`config.mk`:
```
export PLATFORM = sky130hd
export DESIGN_NAME = trap_seq
export DESIGN_NICKNAME = d
export VERILOG_FILES = /design/src/rtl/trap_seq_pkg.sv /design/src/rtl/trap_status_upd.sv /design/src/rtl/trap_seq.sv
export SDC_FILE = /design/constraint.sdc
export NUM_CORES = 1
export LEC_CHECK = 0
export BUFFER_PORTS_ARGS = -buffer_cell sky130_fd_sc_hd__buf_2
export CAP_MARGIN = 5
export CORE_MARGIN = 5
export CORE_UTILIZATION = 30
export DETAILED_ROUTE_END_ITERATION = 8
export PLACE_DENSITY_LB_ADDON = 0.05
export SYNTH_ARGS = -nofsm -noshare
export SYNTH_HDL_FRONTEND = slang
export SYNTH_SLANG_ARGS = --single-unit
```
`constraint.sdc`:
```
create_clock -name clk -period 1.7 [get_ports clk]
set_clock_uncertainty 0.2 [all_clocks]
set_input_delay 0.425 -clock clk [delete_from_list [all_inputs] [get_ports clk]]
set_output_delay 0.425 -clock clk [all_outputs]
set_load 0.02 [all_outputs]
```
`src/rtl/trap_seq_pkg.sv`:
```
// rtl/trap_seq_pkg.sv - shared encodings for the trap/return sequencer
package trap_seq_pkg;

  typedef logic [1:0] mode_t;

  localparam mode_t MODE_USER    = 2'b00;
  localparam mode_t MODE_SUPERV  = 2'b01;
  localparam mode_t MODE_MACHINE = 2'b11;

  localparam logic [11:0] CSR_SSTATUS = 12'h100;
  localparam logic [11:0] CSR_SEPC    = 12'h141;
  localparam logic [11:0] CSR_SCAUSE  = 12'h142;
  localparam logic [11:0] CSR_STVAL   = 12'h143;
  localparam logic [11:0] CSR_MSTATUS = 12'h300;
  localparam logic [11:0] CSR_MEPC    = 12'h341;
  localparam logic [11:0] CSR_MCAUSE  = 12'h342;
  localparam logic [11:0] CSR_MTVAL   = 12'h343;

  localparam int ST_SIE    = 1;
  localparam int ST_MIE    = 3;
  localparam int ST_SPIE   = 5;
  localparam int ST_MPIE   = 7;
  localparam int ST_SPP    = 8;
  localparam int ST_MPP_LO = 11;
  localparam int ST_MPP_HI = 12;

  localparam logic [2:0] S_IDLE     = 3'd0;
  localparam logic [2:0] S_W_EPC    = 3'd1;
  localparam logic [2:0] S_W_CAUSE  = 3'd2;
  localparam logic [2:0] S_W_TVAL   = 3'd3;
  localparam logic [2:0] S_W_STATUS = 3'd4;
  localparam logic [2:0] S_REDIRECT = 3'd5;
  localparam logic [2:0] S_R_STATUS = 3'd6;

endpackage

```
`src/rtl/trap_status_upd.sv`:
```
// rtl/trap_status_upd.sv - status word for trap entry or return at M or S level
module trap_status_upd
  import trap_seq_pkg::*;
#(
  parameter int XLEN = 32
) (
  input  logic [XLEN-1:0] mstatus_i,
  input  logic [1:0]      prev_mode_i,
  input  logic            is_ret_i,
  input  logic            to_super_i,
  output logic [XLEN-1:0] status_o
);

  always_comb begin
    status_o = mstatus_i;
    if (!is_ret_i && !to_super_i) begin
      status_o[ST_MPIE]             = mstatus_i[ST_MIE];
      status_o[ST_MIE]              = 1'b0;
      status_o[ST_MPP_HI:ST_MPP_LO] = prev_mode_i;
    end else if (!is_ret_i) begin
      status_o[ST_SPIE] = mstatus_i[ST_SIE];
      status_o[ST_SIE]  = 1'b0;
      status_o[ST_SPP]  = prev_mode_i[0];
    end else if (!to_super_i) begin
      status_o[ST_MIE]              = mstatus_i[ST_MPIE];
      status_o[ST_MPIE]             = 1'b1;
      status_o[ST_MPP_HI:ST_MPP_LO] = MODE_USER;
    end else begin
      status_o[ST_SIE]  = mstatus_i[ST_SPIE];
      status_o[ST_SPIE] = 1'b1;
      status_o[ST_SPP]  = 1'b0;
    end
  end

endmodule

```
`src/rtl/trap_seq.sv`:
```
// rtl/trap_seq.sv - trap/return sequencer; TRAP_DELEG_EN adds S-mode delegation and sret
module trap_seq
  import trap_seq_pkg::*;
#(
  parameter int              XLEN      = 32,
  parameter logic [XLEN-1:0] RESET_VEC = '0
) (
  input  logic            clk,
  input  logic            rst_n,
  input  logic            valid,
  input  logic            raise_excep,
  input  logic [3:0]      excep_code,
  input  logic            ret,
  input  logic [1:0]      ret_from,
  input  logic [XLEN-1:0] epc,
  input  logic [XLEN-1:0] tval,
  input  logic [XLEN-1:0] mstatus,
  input  logic [XLEN-1:0] mtvec,
  input  logic [XLEN-1:0] mepc,
`ifdef TRAP_DELEG_EN
  input  logic [XLEN-1:0] medeleg,
  input  logic [XLEN-1:0] stvec,
  input  logic [XLEN-1:0] sepc,
`endif
  output logic            busy,
  output logic            stall,
  output logic            flush,
  output logic            csr_we,
  output logic [11:0]     csr_addr,
  output logic [XLEN-1:0] csr_wdata,
  output logic            pc_redirect,
  output logic [XLEN-1:0] pc_target,
  output logic [1:0]      mode
);

  logic [2:0]      state_q, state_d;
  mode_t           mode_q, mode_d;
  mode_t           prev_mode_q, prev_mode_d;
  mode_t           new_mode_q, new_mode_d;
  logic [XLEN-1:0] epc_q, epc_d;
  logic [XLEN-1:0] tval_q, tval_d;
  logic [3:0]      code_q, code_d;
  logic            is_ret_q, is_ret_d;
  logic            super_q, super_d;

  logic            idle, trap_evt, mret_evt, sret_evt, accept, deleg;
  logic [XLEN-1:0] s_tvec, s_epc, status_upd;
  logic            unused_bits;

  assign idle     = (state_q == S_IDLE);
  assign trap_evt = valid & raise_excep;
  assign mret_evt = valid & ret & ~raise_excep & (ret_from == MODE_MACHINE);

`ifdef TRAP_DELEG_EN
  assign sret_evt = valid & ret & ~raise_excep & (ret_from == MODE_SUPERV);
  assign deleg    = (mode_q != MODE_MACHINE) & medeleg[excep_code];
  assign s_tvec   = stvec;
  assign s_epc    = sepc;
`else
  assign sret_evt = 1'b0;
  assign deleg    = 1'b0;
  assign s_tvec   = '0;
  assign s_epc    = '0;
`endif

  // Returns from USER (and SUPERV without delegation) fall through as NOPs.
  assign accept = idle & (trap_evt | mret_evt | sret_evt);

  assign unused_bits = ^{RESET_VEC, mtvec[1:0], s_tvec[1:0]};

  trap_status_upd #(.XLEN(XLEN)) u_status_upd (
    .mstatus_i   (mstatus),
    .prev_mode_i (prev_mode_q),
    .is_ret_i    (is_ret_q),
    .to_super_i  (super_q),
    .status_o    (status_upd)
  );

  always_comb begin
    state_d     = state_q;
    mode_d      = mode_q;
    prev_mode_d = prev_mode_q;
    new_mode_d  = new_mode_q;
    epc_d       = epc_q;
    tval_d      = tval_q;
    code_d      = code_q;
    is_ret_d    = is_ret_q;
    super_d     = super_q;
    case (state_q)
      S_IDLE: begin
        if (accept) begin
          epc_d       = epc;
          tval_d      = tval;
          code_d      = excep_code;
          prev_mode_d = mode_q;
          is_ret_d    = ~trap_evt;
          super_d     = trap_evt ? deleg : sret_evt;
          state_d     = trap_evt ? S_W_EPC : S_R_STATUS;
        end
      end
      S_W_EPC:    state_d = S_W_CAUSE;
      S_W_CAUSE:  state_d = S_W_TVAL;
      S_W_TVAL:   state_d = S_W_STATUS;
      S_W_STATUS: state_d = S_REDIRECT;
      S_R_STATUS: begin
        new_mode_d = super_q ? {1'b0, mstatus[ST_SPP]} : mstatus[ST_MPP_HI:ST_MPP_LO];
        state_d    = S_REDIRECT;
      end
      S_REDIRECT: begin
        if (is_ret_q) mode_d = new_mode_q;
        else          mode_d = super_q ? MODE_SUPERV : MODE_MACHINE;
        state_d = S_IDLE;
      end
      default: state_d = S_IDLE;
    endcase
  end

  always_ff @(posedge clk) begin
    if (!rst_n) begin
      state_q     <= S_IDLE;
      mode_q      <= MODE_MACHINE;
      prev_mode_q <= MODE_USER;
      new_mode_q  <= MODE_USER;
      epc_q       <= '0;
      tval_q      <= '0;
      code_q      <= '0;
      is_ret_q    <= 1'b0;
      super_q     <= 1'b0;
    end else begin
      state_q     <= state_d;
      mode_q      <= mode_d;
      prev_mode_q <= prev_mode_d;
      new_mode_q  <= new_mode_d;
      epc_q       <= epc_d;
      tval_q      <= tval_d;
      code_q      <= code_d;
      is_ret_q    <= is_ret_d;
      super_q     <= super_d;
    end
  end

  assign busy  = accept | ~idle;
  assign stall = busy;
  assign flush = accept | (state_q == S_REDIRECT);
  assign mode  = mode_q;

  always_comb begin
    csr_we      = 1'b0;
    csr_addr    = '0;
    csr_wdata   = '0;
    pc_redirect = 1'b0;
    pc_target   = '0;
    case (state_q)
      S_W_EPC: begin
        csr_we    = 1'b1;
        csr_addr  = super_q ? CSR_SEPC : CSR_MEPC;
        csr_wdata = epc_q;
      end
      S_W_CAUSE: begin
        csr_we    = 1'b1;
        csr_addr  = super_q ? CSR_SCAUSE : CSR_MCAUSE;
        csr_wdata = {{(XLEN-4){1'b0}}, code_q};
      end
      S_W_TVAL: begin
        csr_we    = 1'b1;
        csr_addr  = super_q ? CSR_STVAL : CSR_MTVAL;
        csr_wdata = tval_q;
      end
      S_W_STATUS, S_R_STATUS: begin
        csr_we    = 1'b1;
        csr_addr  = super_q ? CSR_SSTATUS : CSR_MSTATUS;
        csr_wdata = status_upd;
      end
      S_REDIRECT: begin
        pc_redirect = 1'b1;
        if (is_ret_q) pc_target = super_q ? s_epc : mepc;
        else          pc_target = super_q ? {s_tvec[XLEN-1:2], 2'b00} : {mtvec[XLEN-1:2], 2'b00};
      end
      default: ;
    endcase
  end

endmodule

```
### Word level (Yosys, flattened, before mapping)

Index checks and enable logic that the tools add are counted.

| cells by class | value |
|---|---|
| equal/unequal tests | 8 |
| mux-type cells | 13 |
| bitwise operators | 11 |
| reductions and logical operators | 4 |

Operator list:

| operator | count |
|---|---|
| 32-bit one-hot mux with 4 select lines | 1 |
| 32-bit two-way mux | 2 |
| 10-bit one-hot mux with 4 select lines | 1 |
| 3-bit one-hot mux with 5 select lines | 1 |
| 3-bit == test (second input constant) | 3 |
| 3-bit by 2-bit == test with 1-bit output (second input constant) | 2 |
| 3-bit two-way mux | 2 |
| 1-bit bitwise AND | 5 |
| 5-bit OR reduction | 1 |
| 1-bit two-way mux | 4 |
| 2-bit two-way mux | 2 |
| 3-bit by 1-bit == test with 1-bit output (second input constant) | 1 |
| 3-bit zero test | 1 |
| 1-bit NOT | 3 |
| 1-bit OR | 3 |
| 2-bit == test (second input constant) | 1 |
| 2-bit by 1-bit inequality test with 1-bit output (second input constant) | 1 |
| 2-bit AND reduction | 1 |
| 2-bit OR reduction | 1 |

| storage, ports and cells | value |
|---|---|
| register bits after elaboration | 78 |
| input bits | 171 |
| output and inout bits | 83 |
| word-level logic and storage cells | 44 |

### Longest topological paths before layout

| depth | value |
|---|---|
| word-level depth | 7 |
| mapped depth | 6 |
| gate-level depth less buffers | 4 |

### By module

From an unflattened synthesis, not the netlist that was laid out.

| second synthesis, totals | value |
|---|---|
| cells, all modules | 593 |
| area, all modules | 4827.1 um^2 |

Modules (own cells, without submodules):

| module | times used | cells each | area each (um^2) | sequential area each (um^2) |
|---|---|---|---|---|
| trap_seq | 1 | 548 | 4519.3 | 1561.5 |
| trap_status_upd | 1 | 45 | 307.8 | 0.0 |

### Worst setup path before layout

No wires, ideal clock.

| path | value |
|---|---|
| kind | register to output |
| start point | register state_q[1] |
| end point | output port csr_wdata[10] |
| data arrival time | 1471 ps |
| setup slack | -396 ps |
| stages on the path, launching flop included | 6 |
| path buffers | 3 |
| cell sequence | dfxtp_1 buf_2 buf_2 buf_4 mux2i_1 o21ai_0 |

| on the way | value |
|---|---|
| word-level cells in the longest chain between the ends | 3 |

Ends and longest elaborated chain:

| item | line | source |
|---|---|---|
| start: declaration | trap_seq.sv:36 | `logic [2:0] state_q, state_d;` |
| start signal: assignment | trap_seq.sv:130 | `state_q <= state_d;` |
| 3-bit == test | trap_seq.sv:153 | `case (state_q)` |
| 2-bit OR reduction (no line) | n/a |  |
| 32-bit one-hot mux with 4 select lines * | trap_seq.sv:153 |  |
| end: declaration | trap_seq.sv:30 | `output logic [XLEN-1:0] csr_wdata,` |

Mark *: on every way between the ends. The rest lies on a longest branch, timed or not.

### Worst setup path after layout

| path | value |
|---|---|
| start point | register state_q[1] |
| end point | output port csr_wdata[0] |

The elaborated chain is that of the path after synthesis.

==> impl_metrics.env <==
export IMPL_status="finished, violations left"
export IMPL_violations="negative setup slack"
export IMPL_dr_pass1_iters=4
export IMPL_synth_seq_area_share_pct=34.6
export IMPL_cts_tree="built"
export IMPL_critPathLaunchType="register"
export IMPL_grt_max_degree=58
export IMPL_clock_tree_root_cell="clkbuf_16"
export IMPL_slew_violations=0
export IMPL_crit_arrival_ns=1.59
export IMPL_synth_async_reset_ratio_pct=0
export IMPL_place_inst=968
export IMPL_regToRegSetupSlack_ns=-0.39
export IMPL_totalWireLength_um=16600
export IMPL_clock_sinks=78
export IMPL_synth_edff_count=0
export IMPL_routabilityCongestion=0.747
export IMPL_finalSetupViolCount=145
export IMPL_peakVddDrop_mv=0.528
export IMPL_path_class="register to output port"
export IMPL_via_per_inst=4.62
export IMPL_rr_worst_depth=10
export IMPL_post_route_drc_count=0
export IMPL_area_growth_pct=84.9
export IMPL_yosysTopAreaCell="dfxtp_1"
export IMPL_ioPinCount=254
export IMPL_detail_route_antenna_nets=0
export IMPL_grt_pass1_vias=4914
export IMPL_synth_seq_cells=78
export IMPL_timing_final_crit_share_pct=130
export IMPL_vias=4731
export IMPL_initial_utilization_pct=30.8
export IMPL_clock_path_buffers=2
export IMPL_grt_setup_unrepaired="yes"
export IMPL_crit_path_end_kind="output port"
export IMPL_cts_max_level=3
export IMPL_cts_reportedPaths_clkPinSlew_ns=0.05
export IMPL_antenna_found_initial=0
export IMPL_rr_endpoint="epc_q[26]"
export IMPL_dp_hpwl_um=11200
export IMPL_hold_path_depth=3
export IMPL_min_from="epc[6]"
export IMPL_cts_buffers=9
export IMPL_power_density_nw_per_um2=694
export IMPL_synthCells=547
export IMPL_die_h_um=133
export IMPL_numPortBuffers=244
export IMPL_drt_first_iter_violations=148
export IMPL_critPathRequiredTime_ns=1.07
export IMPL_die_area_sq_um=17600
export IMPL_hold_viol_final=0
export IMPL_die_w_um=133
export IMPL_syn_area_sq_um=4510
export IMPL_gr_total_overflow=0
export IMPL_num_antenna_cells=0
export IMPL_yosysTopAreaCellShare_pct=34.6
export IMPL_ys_types=33
export IMPL_worst_slack_ns=-0.512
export IMPL_period_needed_ns=2.21
export IMPL_rows=44
export IMPL_insertion_delay_ns=0.34
export IMPL_worst_path_max_fanout=8
export IMPL_grt_pass1_wl_um=25300
export IMPL_wire_per_inst_um=16.3
export IMPL_p_total_mw=5.78
export IMPL_fin_hold_ws_ns=0.129
export IMPL_synth_ff_type="dfxtp_1"
export IMPL_final_util_pct=56.9
export IMPL_whs_endpoint="epc_q[6]"
export IMPL_synth_area_leaders="dfxtp_1 (35%), mux2i_1 (28%), nand2_1 (14%)"
export IMPL_synth_warnings=0
export IMPL_grtUsageTotal_pct=17.8
export IMPL_core_area_sq_um=14600
export IMPL_fmax_ghz=0.452
export IMPL_r2r_start="state_q[1]"
export IMPL_p_leak_nw=3.47
export IMPL_drive_gt1_share_pct=54.9
export IMPL_syn_area_per_cell_sq_um=8.24
export IMPL_hold_class="input port to register"
export IMPL_final_cells=1023
export IMPL_nNetsFinal=1006
export IMPL_max_cap_violations=0
export IMPL_holdBufCountCts=0
==> where the power goes <==
group | total [mW] | switching [mW] | internal [mW]
sequential | 2.06 | 0.106 | 1.96
combinational | 1.89 | 0.865 | 1.02
clock | 1.83 | 0.716 | 1.11
==> synthesized netlist by cell type (2+ instances only) <==
master     number
nand2_1       171
mux2i_1       128
dfxtp_1        78
nor2_1         34
clkbuf_1       27
o21ai_0        25
buf_4          11
buf_2           8
o21ai_1         8
a21oi_1         7
buf_12          7
inv_1           4
mux2_2          4
nor2b_1         4
a22oi_1         3
and3_1          3
buf_6           3
nand3b_1        3
a311oi_1        2
nand3_1         2
nor3b_1         2
o2bb2ai_1       2
==> worst max-delay path by stage <==
stage                        end  depth (start not counted)        start  slack [ns]
floorplan                  flush                          4  ret_from[0]       -0.16
finish              csr_wdata[0]                          5   state_q[1]       -0.51
global placement           flush                          5  ret_from[0]       -0.23
global route        csr_wdata[1]                          5   state_q[1]       -0.57
CTS                 csr_wdata[1]                          5   state_q[1]       -0.52
detailed placement         flush                          5  ret_from[0]       -0.23
==> state kept, by name, summed over array words and instances (netlist names) <==
name         flops
tval_q          32
prev_mode_q      2
state_q          3
code_q           4
is_ret_q         1
mode             2
epc_q           32
new_mode_q       2
==> routing by layer <==
layer  vias up  routed length (um)  track usage, %
li1       2400                   -               -
met5         -                   0               0
met2       125                8730            32.0
met1      2186                6840            20.9
met3        20                 834            4.78
met4         0                 248            4.97
==> cell type report <==
class | instances | area, sq um
Tap cell | 184 | 230
Sequential cell | 78 | 1570
Timing Repair Buffer | 327 | 2860
Fill cell | 1327 | 6310
Clock buffer | 15 | 279
Inverter | 4 | 22.5
Multi-Input combinational cell | 415 | 3370
==> cell usage in the layout, fill, tap and decap left out, types with 4 or more instances in the layout <==
| cell type | instances |
|---|---|
| buf_4 | 41 |
| buf_6 | 77 |
| mux2i_2 | 10 |
| clkbuf_1 | 4 |
| nor2_4 | 30 |
| mux2i_4 | 14 |
| nand2_1 | 158 |
| o21ai_4 | 13 |
| conb_1 | 7 |
| mux2i_1 | 104 |
| buf_2 | 170 |
| nor2_1 | 4 |
| dfxtp_1 | 74 |
| buf_16 | 7 |
| o21ai_2 | 14 |
| nand2_2 | 12 |
| buf_12 | 24 |
| clkbuf_16 | 15 |
| a21oi_1 | 4 |
==> through the flow <==
| stage | instance area [sq um] | worst slack, ns | setup TNS, ns |
|---|---|---|---|
| final | 8330 | -0.512 | -53.93 |
| after global routing | 8330 | -0.569 | -64.35 |
| after CTS | 7820 | -0.520 | -47.69 |
| after detailed placement | 6520 | -0.225 | -19.12 |
| after global placement | 6520 | -0.229 | -17.28 |
| after floorplan | 5070 | -0.155 | -3.70 |
==> cell families after synthesis <==
kind of cell	share of synthesized area [%]
buffers and inverters	9.16
multiplexers	29.4
other	0.0832
flip-flops	34.6
AND/OR/NAND/NOR	20.0
AO/OA/AOI/OAI	6.64
==> critical path, stage by stage, from the launching register on <==
cell     delay (ns)
dfxtp_4        0.43
buf_6          0.12
mux2_4         0.29
a22oi_2        0.16
o21ai_1        0.10
buf_4          0.16
==> timing repair <==
action / in CTS / in global routing
cloned: 9 / 5
gates resized for setup: 192 / 93
pin swaps: 28 / 15
endpoints found under the setup margin: 144 / 146
setup buffers: 14 / 18
Power figures use the tool's default switching activity.
